==> src/rtl/fetch_unit.sv <==
// -----------------------------------------------------------------------------
// fetch_unit
//
// Instruction fetch stage. Owns the PC, issues in-order requests to
// instruction memory, tracks in-flight requests, and buffers responses in a
// small fetch queue whose head forms the IF-side payload of the IF/ID register.
// An EX redirect discards all queued instructions and marks every in-flight
// response as stale so it is dropped on return.
//
// Parameters:
//   RESET_PC   fetch address after reset
//   FQ_DEPTH   fetch queue entries and maximum in-flight requests (power of 2, >= 2)
//
// Ports:
//   clk, rst                 clock, synchronous active-high reset
//   redirect_i/redirect_pc_i EX redirect and its target
//   imem_req_o/imem_addr_o   memory request valid and word-aligned address
//   imem_ready_i             memory accepts the request this cycle
//   imem_rvalid_i/rdata_i    in-order memory response
//   bp_query_pc_o            PC presented to the branch predictor
//   bp_pred_taken_i/target_i combinational prediction for bp_query_pc_o
//   id_ready_i               ID register accepts the head this cycle
//   pc_valid_o, pc_o, pc_p4_o, inst_o, bp_pred_taken_o, bp_pred_target_o
//                            fetch queue head payload (zero when empty)
// -----------------------------------------------------------------------------
module fetch_unit #(
    parameter logic [31:0] RESET_PC = 32'h0000_0000,
    parameter int          FQ_DEPTH = 4
) (
    input  logic        clk,
    input  logic        rst,
    input  logic        redirect_i,
    input  logic [31:0] redirect_pc_i,
    output logic        imem_req_o,
    output logic [31:0] imem_addr_o,
    input  logic        imem_ready_i,
    input  logic        imem_rvalid_i,
    input  logic [31:0] imem_rdata_i,
    output logic [31:0] bp_query_pc_o,
    input  logic        bp_pred_taken_i,
    input  logic [31:0] bp_pred_target_i,
    input  logic        id_ready_i,
    output logic        pc_valid_o,
    output logic [31:0] pc_o,
    output logic [31:0] pc_p4_o,
    output logic [31:0] inst_o,
    output logic        bp_pred_taken_o,
    output logic [31:0] bp_pred_target_o
);
    localparam int PW = $clog2(FQ_DEPTH);
    localparam int CW = PW + 1;

    logic [31:0]   pc_reg;

    // In-flight FIFO: request metadata waiting for its memory response.
    logic [31:0]   if_pc     [FQ_DEPTH];
    logic          if_taken  [FQ_DEPTH];
    logic [31:0]   if_target [FQ_DEPTH];
    logic [PW-1:0] if_wr_ptr;
    logic [PW-1:0] if_rd_ptr;
    logic [CW-1:0] inflight_cnt;

    // Fetch queue: completed fetches waiting for ID.
    logic [31:0]   fq_pc     [FQ_DEPTH];
    logic [31:0]   fq_inst   [FQ_DEPTH];
    logic          fq_taken  [FQ_DEPTH];
    logic [31:0]   fq_target [FQ_DEPTH];
    logic [PW-1:0] fq_wr_ptr;
    logic [PW-1:0] fq_rd_ptr;
    logic [CW-1:0] fq_cnt;

    // Responses still owed by memory for requests issued before a redirect.
    logic [CW-1:0] drop_cnt;

    logic [CW:0]   occupancy;
    logic          accept;
    logic          rsp;
    logic          rsp_keep;
    logic          fq_pop;
    logic [31:0]   next_pc;
    logic          unused_redirect_bits;

    // ---- request stage ----
    // Every in-flight request owns a future fetch queue slot, so limiting
    // in-flight plus queued entries to FQ_DEPTH means a kept response can
    // always be written without back-pressuring memory.
    assign occupancy     = {1'b0, inflight_cnt} + {1'b0, fq_cnt};
    assign imem_req_o    = !rst && !redirect_i && (occupancy < (CW+1)'(FQ_DEPTH));
    assign imem_addr_o   = pc_reg;
    assign bp_query_pc_o = pc_reg;
    assign accept        = imem_req_o && imem_ready_i;
    assign next_pc       = bp_pred_taken_i ? {bp_pred_target_i[31:2], 2'b00}
                                           : pc_reg + 32'd4;

    // ---- response stage ----
    // A response with nothing in flight is spurious and ignored entirely.
    assign rsp      = imem_rvalid_i && (inflight_cnt != '0);
    assign rsp_keep = rsp && !redirect_i && (drop_cnt == '0);

    // ---- output stage ----
    assign pc_valid_o       = (fq_cnt != '0);
    assign fq_pop           = pc_valid_o && id_ready_i && !redirect_i;
    assign pc_o             = pc_valid_o ? fq_pc[fq_rd_ptr] : 32'd0;
    assign pc_p4_o          = pc_valid_o ? fq_pc[fq_rd_ptr] + 32'd4 : 32'd0;
    assign inst_o           = pc_valid_o ? fq_inst[fq_rd_ptr] : 32'd0;
    assign bp_pred_taken_o  = pc_valid_o && fq_taken[fq_rd_ptr];
    assign bp_pred_target_o = pc_valid_o ? fq_target[fq_rd_ptr] : 32'd0;

    // Redirect targets are forced word-aligned; the low bits carry no meaning.
    assign unused_redirect_bits = ^redirect_pc_i[1:0];

    // Control state: PC, pointers and counters.
    always_ff @(posedge clk) begin
        if (rst) begin
            pc_reg       <= RESET_PC;
            if_wr_ptr    <= '0;
            if_rd_ptr    <= '0;
            inflight_cnt <= '0;
            fq_wr_ptr    <= '0;
            fq_rd_ptr    <= '0;
            fq_cnt       <= '0;
            drop_cnt     <= '0;
        end else begin
            if (redirect_i) begin
                pc_reg <= {redirect_pc_i[31:2], 2'b00};
            end else if (accept) begin
                pc_reg <= next_pc;
            end

            if (accept) begin
                if_wr_ptr <= if_wr_ptr + PW'(1);
            end
            if (rsp) begin
                if_rd_ptr <= if_rd_ptr + PW'(1);
            end
            inflight_cnt <= inflight_cnt + CW'(accept) - CW'(rsp);

            // A response arriving in the redirect cycle is itself discarded,
            // so it is not counted among the ones still to be dropped.
            if (redirect_i) begin
                drop_cnt <= inflight_cnt - CW'(rsp);
            end else if (rsp && (drop_cnt != '0)) begin
                drop_cnt <= drop_cnt - CW'(1);
            end

            if (redirect_i) begin
                fq_wr_ptr <= '0;
                fq_rd_ptr <= '0;
                fq_cnt    <= '0;
            end else begin
                if (rsp_keep) begin
                    fq_wr_ptr <= fq_wr_ptr + PW'(1);
                end
                if (fq_pop) begin
                    fq_rd_ptr <= fq_rd_ptr + PW'(1);
                end
                fq_cnt <= fq_cnt + CW'(rsp_keep) - CW'(fq_pop);
            end
        end
    end

    // Payload storage: written only under control of the pointers above.
    always_ff @(posedge clk) begin
        if (accept) begin
            if_pc[if_wr_ptr]     <= pc_reg;
            if_taken[if_wr_ptr]  <= bp_pred_taken_i;
            if_target[if_wr_ptr] <= bp_pred_target_i;
        end
        if (rsp_keep) begin
            fq_pc[fq_wr_ptr]     <= if_pc[if_rd_ptr];
            fq_inst[fq_wr_ptr]   <= imem_rdata_i;
            fq_taken[fq_wr_ptr]  <= if_taken[if_rd_ptr];
            fq_target[fq_wr_ptr] <= if_target[if_rd_ptr];
        end
    end

    // Memory must never return a response that was not requested.
    always_ff @(posedge clk) begin
        if (!rst && imem_rvalid_i) begin
            assert (inflight_cnt != '0);
        end
    end

endmodule

==> config.mk <==
export PLATFORM = sky130hd
export DESIGN_NAME = fetch_unit
export DESIGN_NICKNAME = d
export VERILOG_FILES = /design/src/rtl/fetch_unit.sv
export SDC_FILE = /design/constraint.sdc
export NUM_CORES = 1
export LEC_CHECK = 0
export CAP_MARGIN = 20
export CORE_UTILIZATION = 55
export CTS_BUF_LIST = sky130_fd_sc_hd__clkbuf_4 sky130_fd_sc_hd__clkbuf_8
export DETAILED_ROUTE_END_ITERATION = 8
export PLACE_DENSITY = 0.84
export SYNTH_ARGS = -nofsm -noshare
export SYNTH_HDL_FRONTEND = slang
export SYNTH_SLANG_ARGS = --single-unit
export TNS_END_PERCENT = 5
==> constraint.sdc <==
create_clock -name clk -period 6 [get_ports clk]
set_clock_uncertainty 0.2 [all_clocks]
set_input_delay 0.9 -clock clk [delete_from_list [all_inputs] [get_ports clk]]
set_output_delay 0.9 -clock clk [all_outputs]
set_load 0.005 [all_outputs]
## After elaboration in Yosys (flattened, before gate mapping)

Memories as Yosys holds them, arrays and structs flattened. A register that Yosys moved wholly into a read port is not among the register bits.
Index checks and enable logic that the tools add are counted.

- ROM bits: 0
- Latch bits: 0
- Register bits: 49
- Memories kept: 7
- Bits in writable memories: 648

Memory list:

| name | words | bits a word | read ports | clocked after Yosys merged registers in | wr ports | line | text |
|---|---|---|---|---|---|---|---|
| fq_inst | 4 | 32 | 1 | 1 | 1 | 65 | `logic [31:0] fq_inst [FQ_DEPTH];` |
| fq_pc | 4 | 32 | 1 | 1 | 1 | 64 | `logic [31:0] fq_pc [FQ_DEPTH];` |
| fq_target | 4 | 32 | 1 | 1 | 1 | 67 | `logic [31:0] fq_target [FQ_DEPTH];` |
| if_pc | 4 | 32 | 1 | 1 | 1 | 56 | `logic [31:0] if_pc [FQ_DEPTH];` |
| if_target | 4 | 32 | 1 | 1 | 1 | 58 | `logic [31:0] if_target [FQ_DEPTH];` |
| fq_taken | 4 | 1 | 1 | 1 | 1 | 66 | `logic fq_taken [FQ_DEPTH];` |
| 1 more memories | -- | -- | -- | -- | -- | -- |  |

- Multipliers: 0
- Reductions and logical operators: 19
- Add/sub/neg operators: 13
- Bitwise logic cells: 0
- $lt $le $gt $ge: 1
- Equality and inequality tests: 0
- Div/mod/pow operators: 0
- Multiplexer cells: 27
- Shift operators: 0

Operators by type and width:

| kind | count |
|---|---|
| 32-bit two-way mux | 7 |
| 32-bit by 3-bit adder with 32-bit output, second input constant | 2 |
| 2-bit two-way mux | 14 |
| 1-bit logical AND | 10 |
| 3-bit nonzero test | 3 |
| 3-bit by 1-bit subtractor with 3-bit output | 3 |
| 2-bit by 1-bit adder with 2-bit output, second input constant | 4 |
| 3-bit by 1-bit adder with 3-bit output | 2 |
| 3-bit two-way mux | 2 |
| 3-bit by 3-bit adder with 4-bit output | 1 |
| 4-bit by 3-bit < comparator with 1-bit output, second input constant | 1 |
| 1-bit two-way mux | 4 |
| 2-bit nonzero test | 2 |
| 3-bit zero test | 1 |
| 3-bit by 1-bit subtractor with 3-bit output, second input constant | 1 |
| 1-bit zero test | 2 |
| 2-bit OR reduction | 1 |

## Logic depth before layout (Yosys ltp)

Gate-level depths: netlist of the first run.

- Depth in word-level cells: 6
- Gate-level depth with buffers: 12

## Worst setup path after synthesis of the first run

OpenSTA, ideal clock, no wires.

- Path kind: input to register
- Start point: in imem_rvalid_i
- End point: mem fq_inst[1][0] (enable)
- Cell stages on the path: 3
- Arrival: 4.006 ns
- Buffers on the path: 0
- Setup slack: 1.327 ns
- Cells stage by stage: o31a_1 -> nor3b_1 -> and2_1

- Word-level cells in the longest chain between the ends: 5

Ends and longest elaborated chain:

| element | line | text |
|---|---|---|
| start, declared | 37 | `input logic imem_rvalid_i,` |
| 1-bit logical AND | 97 | `assign rsp = imem_rvalid_i && (inflight_cnt != '0);` |
| 1-bit logical AND (2 in series) | 98 | `assign rsp_keep = rsp && !redirect_i && (drop_cnt == '0);` |
| 1-bit two-way mux | 169 | `if (rsp_keep) begin` |
| 1-bit two-way mux (implied by the code) | 171 | `fq_inst[fq_wr_ptr] <= imem_rdata_i;` |
| end, declared | 65 |  |

Every way passes these cells.

==> results of run 1 <==
-- path summary, 6_finish.rpt --
kind | cells after the start | endpoint | start
worst max-delay path | 7 | pc_p4_o[31] | register
worst min-delay path | 2 | if_wr_ptr[1] | if_wr_ptr[1]
worst max register to register | 5 | if_pc[2][17] | fq_cnt[1]
worst min register to register | 2 | if_wr_ptr[1] | if_wr_ptr[1]
-- cells by family after synthesis --
logic type               Yosys count  share of synthesized area
AND/OR/NAND/NOR                  319                    0.06392
flip-flops                       701                     0.7239
buffers and inverters            139                    0.02596
multiplexers                     178                     0.1364
AO/OA/AOI/OAI                    120                    0.02838
adder cells (fa/ha/maj)           22                    0.01024
XOR/XNOR                          36                    0.01112
-- routing by layer --
| metal | vias to the layer above | wire length [µm] | share of wire | global-route usage |
|---|---|---|---|---|
| met5 | - | 0 | 0 | 0 |
| met4 | 0 | 2032 | 0.032 | 0.1038 |
| met3 | 124 | 5680 | 0.090 | 0.05391 |
| met2 | 829 | 31370 | 0.50 | 0.4011 |
| met1 | 7854 | 24270 | 0.38 | 0.3184 |
| li1 | 6663 | - | - | - |
-- registers in the layout, summed over array words and instances (netlist names), named ones only --
| register | count |
|---|---|
| fq_inst | 128 |
| fq_pc | 128 |
| fq_target | 128 |
| if_pc | 128 |
| if_target | 128 |
| bp_query_pc_o | 32 |
| fq_taken | 4 |
| if_taken | 4 |
| drop_cnt | 3 |
| fq_cnt | 3 |
| inflight_cnt | 3 |
| fq_rd_ptr | 2 |
| fq_wr_ptr | 2 |
| if_rd_ptr | 2 |
| if_wr_ptr | 2 |
-- final cells by class --
| cell class | count | area share |
|---|---|---|
| multi-input combinational | 675 | 0.2101 |
| inverter | 24 | 0.002659 |
| antenna | 2 | 0.0001477 |
| timing repair buffer | 315 | 0.09283 |
| clock buffer | 146 | 0.05302 |
| sequential | 701 | 0.6060 |
| tap | 672 | 0.02481 |
| clock inverter | 51 | 0.01038 |
-- power breakdown --
group	leakage [nW]	internal (mW)	switching [mW]	total, mW
Sequential	6.31	5.69	0.227	5.92
Clock	1.13	2.12	1.78	3.90
Combinational	3.27	0.678	0.624	1.30
Total	10.7	8.48	2.63	11.1
-- cells in the final DEF (no fill, tap or decap), types with 12 or more instances in the layout --
cell type,instances
o21ai_0,22
and2_1,103
nand3_1,20
clkdlybuf4s50_1,294
mux4_2,150
a22oi_1,25
edfxtp_1,648
nor3_1,20
ha_1,20
clkbuf_4,34
nand2_1,37
nand2b_1,19
a21oi_1,28
clkinv_2,17
clkbuf_8,112
nor2_1,48
xnor2_1,20
clkinv_1,22
or3_1,12
dfxtp_1,49
buf_4,15
xor2_1,16
mux4_1,12
inv_1,22
-- stage by stage --
step	instances	setup WS (ps)	hold slack, ps	power (mW)	util
global placement	2386	1723	277.6	7.253	0.6285
CTS	2583	936.7	317.4	11.19	0.6711
finish	2586	1065	316.9	11.12	0.6713
global route	2586	757.6	336.6	11.52	0.6713
floorplan	1515	1327	269.2	6.758	-
detailed placement	2386	1604	298.3	7.324	0.6285
-- tightest hold or removal path: cells and delay by family, from the launching register on --
family | cells | cell delay (ps)
simple gates | 1 | 70
compound gates | 1 | 60
flops | 1 | 340
==> impl_metrics.tcl, run 1 <==
set metrics [dict create \
    worstPathArrival_ps 3830 \
    yosysUniqueCellTypes 60 \
    syn_nets 1640 \
    hold_viol_final 0 \
    status "complete, no violations" \
    crit_buf_inv 2 \
    critPathMaxFanout 31 \
    critPathTopFamily "buffers and inverters" \
    clkSinkCount 701 \
    drc 0 \
    ys.flop_type "edfxtp_1" \
    synth_top_area_frac 0.6865 \
    nets 1948 \
    grt_overflow 0 \
    maxSlewHeadroom 0.2644 \
    critPathLaunchType "register" \
    grt_max_degree 66 \
    synth_top_cell_by_area "edfxtp_1" \
    multi_input_area_mm2 0.007121 \
    final_area_mm2 0.03389 \
    post-synth-top-count-cell "edfxtp_1" \
    port_buffers 295 \
    worst-slew-pin-transition_ps 1103 \
    via_count 15470 \
    root_buffer "clkbuf_8" \
    worst_setup_path_end_kind "primary output" \
    post_cts_buffers 0 \
    yosys_warnings 0 \
    maxCapViolCount 0 \
    fmax_ghz 0.2026 \
    drt_iter0_drc 1451 \
    dpl-instance-area_mm2 0.03173 \
    fp.dieH_um 229.0 \
    power_density_mw_per_mm2 328.1 \
    gp_congestion 0.8596 \
    critical_path_class "reg2out" \
    grt_pass1_wl_um 95830 \
    initial_utilization 0.5615 \
    cts_resized 0 \
    io_pins 298 \
    worstPathCellList "buf_4 -> mux4_2 -> and3_1 -> nand4_2 -> nor3_1 -> mux2_1 -> clkdlybuf4s50_1" \
    ys_ff_latch 701 \
    drtAntennaViolNets 0 \
    die_w_um 229.0 \
    grt_usage 0.2448 \
    synthTopCellsByArea "edfxtp_1, mux4_2, dfxtp_1, and2_1, mux4_1" \
    numCtsBuffers 106 \
    dr.pass1.iters 6 \
    yosys-top-cells-count "edfxtp_1, mux4_2, and2_1" \
    cp_slowest_cell "dfxtp_4" \
    register_area_mm2 0.02053 \
    setup_viol 0 \
    yosysSeqAreaShare 0.7239 \
    core_region_area_mm2 0.05048 \
    place_hpwl_um 38860 \
    setup_tns_ps 0 \
    drive_above_1_share 0.1972 \
    clockBufferDepth 3 \
    rsz0062_at_grt "false" \
    insertion_delay_ps 700 \
    maxSlewViolCount 0 \
    cp_slowest_stage_delay_ps 690 \
    synth_area_mm2 0.02834 \
    viasPerCell 5.982 \
    wl_per_cell_um 24.50 \
    async_flop_share 0 \
    antenna_found_initial 2 \
    irDropWorstVdd_mv 0.1812 \
    rows 82 \
    areaGrowthSynthToFinish_pct 19.55 \
    hold_buffers 0 \
    cellLeakagePower_nw 10.71 \
    finalCritPeriodShare 0.8224 \
    cts_tree "yes" \
    n_fill_cell 3165 \
    dieArea_mm2 0.05245 \
    clk_pin_slew_worst_paths_ps 60 \
    finalCriticalPeriod_ps 4935 \
    critPathRequiredTime_ps 4900 \
    h-tree-depth 3 \
    wl_um 63350 \
    grt_pass1_vias 16090 \
    hp-class "reg2reg" \
    reg2reg_setup_slack_ps 2360 \
    synth_edf_count 648 \
    postSynthAreaPerCell_um2 18.71 \
    synth_cells 1515 \
]
Power figures use the tool's default switching activity.
==> run 2: changes to the inputs <==
clock period = 4.9 ns   (was 6 ns; I/O delays follow)
==> impl_metrics.tcl, run 2 (synthesis results as in run 1) <==
set metrics [dict create \
    status "complete, no violations" \
    die_w_um 229.0 \
    hp-start "if_wr_ptr[1]" \
    place_hpwl_um 39050 \
    grt_max_degree 66 \
    setup_viol 0 \
    power_density_mw_per_mm2 400.6 \
    fin_cells 2595 \
    rsz0062_at_grt "false" \
    insertion_delay_ps 680 \
    hp-class "reg2reg" \
    maxSlewViolCount 0 \
    via_count 15420 \
    drive_above_1_share 0.1958 \
    wl_per_cell_um 24.41 \
    worst_setup_path_end_kind "primary output" \
    dieArea_mm2 0.05245 \
    worstPathArrival_ps 3720 \
    regToRegEndpoint "inflight_cnt[2]" \
    drc 0 \
    rows 82 \
    layout_commonest_cell "edfxtp_1" \
    grt_overflow 0 \
    critPathMaxFanout 22 \
    finalCriticalPeriod_ps 4657 \
    initial_utilization 0.5615 \
    post_cts_buffers 0 \
    clk_pin_slew_worst_paths_ps 60 \
    critPathLaunchType "register" \
    critical_path_class "reg2out" \
    irDropWorstVdd_mv 0.2628 \
    layout_common_cells "edfxtp_1, clkdlybuf4s50_1, mux4_2" \
    cellLeakagePower_nw 10.72 \
    finalCritPeriodShare 0.9505 \
    reg2reg_setup_slack_ps 1330 \
    hold_buffers 0 \
    grt_usage 0.2443 \
    clockBufferDepth 3 \
    drtAntennaViolNets 0 \
    n_fill_cell 3242 \
    maxCapViolCount 0 \
    root_buffer "clkbuf_8" \
    wl_um 63350 \
    worst-slew-pin-transition_ps 1084 \
    drt_iter0_drc 1596 \
    gp_congestion 0.8753 \
    fp.dieH_um 229.0 \
    holdPathEnd "if_wr_ptr[1]" \
    port_buffers 295 \
    hold_viol_final 0 \
    dr.pass1.iters 5 \
    core_region_area_mm2 0.05048 \
    numCtsBuffers 106 \
    viasPerCell 5.944 \
    cts_tree "yes" \
    rr_worst_depth 11 \
    grt_pass1_wl_um 95550 \
    areaGrowthSynthToFinish_pct 19.67 \
    place_inst 2393 \
    antenna_found_initial 4 \
    cts_resized 0 \
    grt_pass1_vias 15890 \
    clkSinkCount 701 \
    timing.rr.start "fq_cnt[1]" \
    io_pins 298 \
    maxSlewHeadroom 0.2772 \
    h-tree-depth 3 \
    fmax_ghz 0.2147 \
    setup_tns_ps 0 \
    whs_path_depth 2 \
    critPathRequiredTime_ps 3960 \
    nets 1954 \
]
[run 2: cell types whose count changed in the layout (fill, tap and decap cells not counted), sizes merged]
cell / change
buf: +6
clkbuf: -7
bufinv: +1
clkinv: +8
clkinvlp: +1
diode: +1
inv: -1
[run 2: how the worst max path moves through the flow]
stage,from,to,slack [ps]
after floorplan,imem_rvalid_i,fq_inst[1][0],390
after global placement,register,pc_p4_o[25],940
after detailed placement,register,pc_p4_o[25],920
after CTS,register,pc_p4_o[25],170
after global routing,register,pc_p4_o[25],60
final,register,pc_p4_o[25],240
[run 2: worst max-delay path: stages (launching register included)]
cell and delay, ps:
dfxtp_4 620, buf_4 340, mux4_1 680, and4_2 340
nand4b_1 160, nor3_1 80, mux2_1 320, clkdlybuf4s50_1 500
[run 2: cell type report]
type,count,area [µm²],area share
multi-input cells,675,7121,0.2099
well taps,672,840.8,0.02479
clock buffers,139,1713,0.05050
diodes,3,7.507,0.0002213
inverters,24,90.09,0.002656
flip-flops and latches,701,20530,0.6054
clock inverters,60,407.9,0.01203
repair buffers,321,3206,0.09450
[run 2: metrics by stage]
stage | area (µm²) | total power, mW | utilization | setup WS, ps | hold slack, ps
after floorplan | 28340 | 8.275 | - | 391.9 | 269.2
after global placement | 31790 | 8.905 | 0.6298 | 942.7 | 278.7
after detailed placement | 31790 | 8.991 | 0.6298 | 917.1 | 288.4
after CTS | 33910 | 13.68 | 0.6718 | 174.1 | 296.9
after global routing | 33920 | 14.07 | 0.6720 | 61.21 | 315.1
final | 33920 | 13.59 | 0.6720 | 242.7 | 299.5
[run 2: power by group]
group | total, mW | internal, mW | switching [mW]
clock network | 4.73 | 2.55 | 2.18
logic | 1.63 | 0.843 | 0.788
registers | 7.23 | 6.97 | 0.261
[run 2: layer usage]
| layer | part of all wire | GRT usage | vias to the layer above |
|---|---|---|---|
| met3 | 0.089 | 0.05266 | 115 |
| met4 | 0.027 | 0.09354 | 0 |
| li1 | - | - | 6684 |
| met1 | 0.39 | 0.3277 | 7841 |
| met2 | 0.49 | 0.3952 | 784 |
| met5 | 0 | 0 | - |
